<file path="config.mk">
export PLATFORM = sky130hd
export DESIGN_NAME = ahb_master
export DESIGN_NICKNAME = d
export VERILOG_FILES = /design/src/rtl/ahb_master.sv
export SDC_FILE = /design/constraint.sdc
export NUM_CORES = 1
export LEC_CHECK = 0
export CAP_MARGIN = 30
export CELL_PAD_IN_SITES_DETAIL_PLACEMENT = 0
export CELL_PAD_IN_SITES_GLOBAL_PLACEMENT = 2
export CORE_MARGIN = 2
export CORE_UTILIZATION = 21
export CTS_CLUSTER_DIAMETER = 150
export DETAILED_ROUTE_END_ITERATION = 16
export PLACE_DENSITY = 0.83
export SYNTH_ARGS = -nofsm -noshare
export SYNTH_HDL_FRONTEND = slang
export SYNTH_SLANG_ARGS = --single-unit
</file>
<file path="constraint.sdc">
create_clock -name HCLK -period 2.27 [get_ports HCLK]
set_clock_uncertainty 0.15 [all_clocks]
set_input_delay 0.227 -clock HCLK [delete_from_list [all_inputs] [get_ports HCLK]]
set_output_delay 0.227 -clock HCLK [all_outputs]
set_load 0.02 [all_outputs]
</file>
<file path="src/rtl/ahb_master.sv">
// AHB-style burst master: turns one command into a pipelined single or
// incrementing burst of 1..8 beats, with write-data handshake and read capture.
module ahb_master #(
  parameter int unsigned BEAT_BYTES = 4
) (
  input  logic        HCLK,
  input  logic        HRESET,
  input  logic        cmd_valid,
  output logic        cmd_ready,
  input  logic        cmd_write,
  input  logic [31:0] cmd_addr,
  input  logic [2:0]  cmd_len,
  input  logic [31:0] wdata,
  output logic        wdata_ack,
  output logic [31:0] rdata,
  output logic        rdata_valid,
  output logic        done,
  output logic        busy,
  output logic [31:0] HADDR,
  output logic        HWRITE,
  output logic        HTRANS,
  output logic        HBURST,
  output logic [31:0] HWDATA,
  input  logic [31:0] HRDATA,
  input  logic        HREADY
);

  localparam int unsigned AW = 32;
  localparam int unsigned DW = 32;
  localparam int unsigned LW = 3;
  localparam logic [AW-1:0] ADDR_STEP = AW'(BEAT_BYTES);
  localparam logic [AW-1:0] WORD_MASK = 32'hFFFF_FFFC;

  typedef enum logic [1:0] {
    S_IDLE,
    S_ADDR,
    S_PIPE,
    S_LAST
  } state_e;

  state_e        state_q, state_d;
  logic [LW-1:0] rem_q, rem_d;
  logic          cmd_ready_q, cmd_ready_d;
  logic          busy_q, busy_d;
  logic          done_q, done_d;
  logic [DW-1:0] rdata_q, rdata_d;
  logic          rdata_valid_q, rdata_valid_d;
  logic [AW-1:0] haddr_q, haddr_d;
  logic          hwrite_q, hwrite_d;
  logic          htrans_q, htrans_d;
  logic          hburst_q, hburst_d;
  logic [DW-1:0] hwdata_q, hwdata_d;

  // Write data is consumed exactly when a write address phase completes.
  assign wdata_ack   = htrans_q & hwrite_q & HREADY;

  assign cmd_ready   = cmd_ready_q;
  assign busy        = busy_q;
  assign done        = done_q;
  assign rdata       = rdata_q;
  assign rdata_valid = rdata_valid_q;
  assign HADDR       = haddr_q;
  assign HWRITE      = hwrite_q;
  assign HTRANS      = htrans_q;
  assign HBURST      = hburst_q;
  assign HWDATA      = hwdata_q;

  always_ff @(posedge HCLK) begin
    if (HRESET) begin
      state_q       <= S_IDLE;
      rem_q         <= '0;
      cmd_ready_q   <= 1'b1;
      busy_q        <= 1'b0;
      done_q        <= 1'b0;
      rdata_q       <= '0;
      rdata_valid_q <= 1'b0;
      haddr_q       <= '0;
      hwrite_q      <= 1'b0;
      htrans_q      <= 1'b0;
      hburst_q      <= 1'b0;
      hwdata_q      <= '0;
    end else begin
      state_q       <= state_d;
      rem_q         <= rem_d;
      cmd_ready_q   <= cmd_ready_d;
      busy_q        <= busy_d;
      done_q        <= done_d;
      rdata_q       <= rdata_d;
      rdata_valid_q <= rdata_valid_d;
      haddr_q       <= haddr_d;
      hwrite_q      <= hwrite_d;
      htrans_q      <= htrans_d;
      hburst_q      <= hburst_d;
      hwdata_q      <= hwdata_d;
    end
  end

  always_comb begin
    state_d       = state_q;
    rem_d         = rem_q;
    done_d        = 1'b0;
    rdata_d       = rdata_q;
    rdata_valid_d = 1'b0;
    haddr_d       = haddr_q;
    hwrite_d      = hwrite_q;
    htrans_d      = htrans_q;
    hburst_d      = hburst_q;
    hwdata_d      = hwdata_q;

    unique case (state_q)
      S_IDLE: begin
        if (cmd_valid) begin
          state_d  = S_ADDR;
          haddr_d  = cmd_addr & WORD_MASK;
          hwrite_d = cmd_write;
          hburst_d = (cmd_len != '0);
          htrans_d = 1'b1;
          rem_d    = cmd_len;
        end
      end
      S_ADDR, S_PIPE: begin
        if (HREADY) begin
          // PIPE also retires the data phase of the previous beat on this edge.
          if (state_q == S_PIPE && !hwrite_q) begin
            rdata_d       = HRDATA;
            rdata_valid_d = 1'b1;
          end
          if (rem_q == '0) begin
            state_d  = S_LAST;
            htrans_d = 1'b0;
          end else begin
            state_d = S_PIPE;
            haddr_d = haddr_q + ADDR_STEP;
            rem_d   = rem_q - LW'(1);
          end
        end
      end
      S_LAST: begin
        if (HREADY) begin
          if (!hwrite_q) begin
            rdata_d       = HRDATA;
            rdata_valid_d = 1'b1;
          end
          done_d  = 1'b1;
          state_d = S_IDLE;
        end
      end
      default: state_d = S_IDLE;
    endcase

    if (wdata_ack) begin
      hwdata_d = wdata;
    end

    cmd_ready_d = (state_d == S_IDLE);
    busy_d      = (state_d != S_IDLE);
  end

endmodule

</file>
After elaboration in Yosys (flattened, before gate mapping)
Cells that the tools add are included.
- flip-flop bits (word level): 108
- latch bits: 0
- RAM bits: 0
- memory bits (read-only): 0
- input port bits: 104
- output and inout port bits: 104
- word-level logic and storage cells: 70
- memories: 0
- $add $sub $neg: 2
- multiply operators: 0
- divide/modulo/power cells: 0
- $lt $le $gt $ge: 0
- equality and inequality tests: 10
- shift operators: 0
- mux-type cells: 28
- bitwise logic cells: 3
- reduce and logical (&&, ||, !) cells: 15
- operator list (cell ; number):
    $mux W32 ; 7
    $pmux W32 S2 ; 2
    $add A32 B3 Y32 const B ; 1
    $ne A2 B2 Y1 const B ; 7
    $mux W1 ; 9
    $mux W3 ; 3
    $reduce_and A4 Y1 ; 2
    $mux W2 ; 3
    $pmux W2 S3 ; 1
    $pmux W3 S2 ; 1
    $reduce_bool A2 Y1 ; 3
    $reduce_and A5 Y1 ; 1
    $eq A2 B2 Y1 const B ; 2
    $logic_not A2 Y1 ; 2
    $pmux W1 S2 ; 2
    $reduce_or A2 Y1 ; 2
    $logic_not A3 Y1 ; 1
    $reduce_bool A3 Y1 ; 1
    $sub A3 B1 Y3 const B ; 1
    $and A1 B1 Y1 ; 2
    $eq A2 B1 Y1 const B ; 1
    $reduce_and A2 Y1 ; 1
    $logic_and A1 B1 Y1 ; 1
    $logic_not A1 Y1 ; 1
    $not A1 Y1 ; 1

Depth between registers and ports, before layout
- depth in word-level cells: 5
- mapped depth: 9
- gate-level depth less buffers: 7

Worst setup path after synthesis
Ideal clock, no wire load.
- path type: register to register
- from: register state_q[1]
- to: register haddr_q[28] (netlist: HADDR[28])
- library setup time: 0.079 ns
- data arrival time: 2.029 ns
- data required time: 2.041 ns
- path slack: 0.012 ns
- stages on the path, launching flop included: 8
- buffers on the path: 1
- period minus slack after synthesis: 2.258 ns
- cell sequence: dfxtp_1 > inv_1 > ha_1 > clkbuf_1 > nand2_1 > or4b_1 > or4_1 > o211ai_1
- longest elaborated chain between the ends: 4
- elaborated cells on any way between the ends: 10
- those cells by class: 5 x eq/ne; 1 x mux; 4 x reduce/logical
- RTL lines (item ; RTL line ; RTL):
    start: declaration ; 41 ; state_e state_q, state_d;
    start signal: assignment ; 83 ; state_q <= state_d;
    $eq A2 B2 Y1 / $eq A2 B1 Y1 (equally long branches) ; 110 ; unique case (state_q)
    $reduce_or A2 Y1 ; 110 ;
    $ne A2 B2 Y1 (no line) / $reduce_bool A2 Y1 (equally long branches) ; -- ;
    $reduce_and A4 Y1 (no line) ; -- ;
    end signal: assignment ; 90 ; haddr_q <= haddr_d;
    end: declaration ; 48 ; logic [AW-1:0] haddr_q, haddr_d;
Parallel ways exist; a longest one is shown, timed or not.
A chain may end at the register's enable or synchronous reset.

Worst setup path after layout
- from: register state_q[0]
- to: register haddr_q[28] (netlist: HADDR[28])
The elaborated chain is that of the path after synthesis.

==> out/metrics.yaml <==
status: "finished clean"
met3_length_um: 1090
vias: 5204
powerDensity_nw_per_um2: 638.2
grt_pass1_vias: 4846
drive_above_1_share: 0.1074
drcViolationCount: 0
nNetsFinal: 971
final-setup-viol-count: 0
cts_tree: "built"
cts_root_buf: "clkbuf_16"
critPathArrivalTime_ns: 2.33
drt_wl_total_um: 17470
cp-start-kind: "register"
pre_cts_slack_ns: 0.03357
cp_slowest_cell: "or4b_4"
clockBufferDepth: 2
io_buffer_count: 203
tightest_slew_ns: 0.8452
cts_buffers: 9
crit_chain: "inv_1, ha_2, nand2_1, or4b_4, or4_1, o211ai_1"
clkPwrFrac: 0.308
antenna_found_initial: 1
drv_slew: 0
critPathKind: "reg -> reg"
chipHeight_um: 156.2
pin_count: 208
grt_first_pass_wirelength_um: 26890
p_comb_frac: 0.281
max_freq_mhz: 456.0
crit_required_ns: 2.41
dr.first_iter.drc_count: 232
grt_max_degree: 74
core_area_um2: 22710
end_kind: "register"
final_area_um2: 7876
synth_flop_cell: "dfxtp_1"
dr.max_layer_used: "met5"
min_period_over_period: 0.9660
grt_overflow_total: 0
cts.sinks: 106
via_per_inst: 4.521
wl_per_cell_um: 15.17
synth_area_um2: 4865
slowest_delay_ns: 0.50
hp-class: "in -> reg"
synth_edf_count: 0
cellInternalPower_w: 0.003430
initial_core_util: 0.2142
finalHoldViolCount: 0
seq_power_share: 0.411
place.gp.congestion: 0.7617
switching_power_w: 0.001597
h-tree-depth: 3
total_power_w: 0.005027
fillerInstances: 2435
fin_ws_ns: 0.07715
relSlewSlack: 0.4366
leakage_nw: 2.747
cap_violations: 0
utilization: 0.3468
synth.distinct_cells: 63
worstPathMaxFanout: 5
diodes: 0
switching_share: 0.3176
synthToLayoutAreaGrowth_pct: 61.91
postSynthCellCount: 630
post_dp_cell_area_um2: 7566
row_count: 55
track_usage: 0.1391
dr_wl_met2_um: 8021
synthArstFlopShare: 0
first_pass_iters: 4
avgSynthCellArea_um2: 7.722
wl_met1_um: 8160
die_w_um: 156.2
finalCriticalPeriod_ns: 2.193
antenna_left: 0
ys_ff_latch: 106
die-area_um2: 24400
ys_warn_count: 0
postCtsSetupBuffers: 0
ir_worst_vdd_mv: 0.3239
clk_latency_ns: 0.35
seq_area_frac_synth: 0.4362
clk_pin_slew_ns: 0.08
dp_hpwl_um: 12420
cells in the final DEF (no fill, tap or decap), types with 3 or more instances in the layout:
| cell | count |
|---|---|
| nand2_1 | 162 |
| a21oi_1 | 100 |
| clkinv_4 | 4 |
| nor4_1 | 8 |
| buf_12 | 5 |
| nor3_1 | 6 |
| a22o_1 | 3 |
| and2_1 | 4 |
| and4_1 | 3 |
| clkdlybuf4s50_1 | 202 |
| nor3b_1 | 7 |
| o2bb2ai_1 | 5 |
| o21ai_0 | 26 |
| dfxtp_1 | 106 |
| nand4_1 | 11 |
| or4_1 | 4 |
| inv_1 | 10 |
| o211ai_1 | 7 |
| buf_4 | 57 |
| nor2b_1 | 8 |
| nand2b_1 | 6 |
| nor2_1 | 25 |
| ha_1 | 5 |
| or3_1 | 3 |
| clkbuf_16 | 9 |
| a21o_1 | 3 |
| nand3_1 | 15 |
| o31ai_1 | 4 |
| a211oi_1 | 3 |
worst max-delay path: cells and delay by family (launching register included):
kind            cells  cell delay, ns
compound gates      1            0.10
flops               1            0.36
buf+inv             1            0.08
simple gates        3            1.06
fa+ha+maj           1            0.36
layout make-up:
cell class	count	area, um^2	share of cell area
Clock buffer	9	225.2	0.02859
Clock inverter	7	62.56	0.007943
Inverter	11	41.29	0.005242
Multi-Input combinational cell	468	2509	0.3185
Sequential cell	106	2122	0.2694
Tap cell	285	356.6	0.04527
Timing Repair Buffer	265	2560	0.3250
layer usage:
layer | up-vias | GRT usage
li1 | 2658 | -
met2 | 153 | 0.2183
met1 | 2378 | 0.1892
met5 | - | 0
met4 | 2 | 0.04019
met3 | 13 | 0.03417
sequential cells by signal, summed over array words and instances (netlist names):
signal       count
rem_q            3
state_q          2
cmd_ready        1
rdata           32
HBURST           1
busy             1
done             1
HTRANS           1
HWDATA          32
HADDR           30
rdata_valid      1
HWRITE           1
power groups by stage:
stage | logic [W] | registers (W) | clock network, W
global route | 0.00153 | 0.00208 | 0.00168
floorplan | 0.000525 | 0.00225 | 0
detailed placement | 0.00141 | 0.00211 | 0
CTS | 0.00142 | 0.00207 | 0.00164
global placement | 0.00142 | 0.00211 | 0
finish | 0.00141 | 0.00206 | 0.00155
stage by stage:
step / setup TNS [ns] / instances / hold slack (ns)
after global routing: -0.01031 / 1151 / 0.2581
after global placement: 0 / 1134 / 0.2908
after detailed placement: 0 / 1134 / 0.2955
final: 0 / 1151 / 0.2669
after CTS: 0 / 1151 / 0.2478
after floorplan: 0 / 631 / 0.2130
cells in the mapped netlist (all sizes together) (2+ instances only):
master	count	area, um^2
nor2	25	93.84
a22oi	2	15.01
a21o	4	30.03
or4	5	38.79
dfxtp	106	2122
a21oi	101	505.5
a32o	2	20.02
o22ai	2	12.51
o21ai	26	130.1
o31ai	4	30.03
a22o	3	26.28
a211oi	3	22.52
or2	2	12.52
and4	4	36.29
nor3	6	30.03
inv	10	37.54
nor4	9	56.30
nand4	13	102.6
and3	2	12.51
nor3b	8	60.06
or4b	2	20.02
or3	4	30.03
nor2b	8	50.05
and2	4	25.02
buf	6	37.53
o2bb2ai	5	43.79
o31a	2	20.02
nand2	162	608.1
a31oi	2	12.51
nand2b	6	37.54
and4b	2	20.02
or2b	2	15.01
nand3	15	75.07
ha	6	75.07
o21a	2	15.01
mux2i	2	20.02
clkbuf	40	182.7
o32ai	2	17.52
o211ai	7	52.55
worst paths after layout:
kind / start / to / slack, ns / cells past startpoint
max: state_q[0]$_SDFF_PP0_ / HADDR[28]$_SDFFE_PP0P_ / 0.08 / 6
min: wdata[2] / HWDATA[2]$_SDFFE_PP0P_ / 0.27 / 3
max reg2reg: state_q[0]$_SDFF_PP0_ / HADDR[28]$_SDFFE_PP0P_ / 0.08 / 6
min reg2reg: rdata[15]$_SDFFE_PP0P_ / rdata[15]$_SDFFE_PP0P_ / 0.30 / 2
timing repair:
action / CTS / global route
setup endpoints to repair: 0 / 6
hold buffers: 1 / 0
endpoints found under the hold margin: 1 / 0
gates resized for setup: 0 / 4
logic make-up after synthesis:
kind of cell    synth area share
flops                     0.4362
other cells            0.0007709
mux                     0.006430
fa+ha+maj                0.01543
compound gates            0.2101
simple gates              0.2773
buf+inv                  0.05375
No activity file was read; power rests on OpenSTA's default activity.
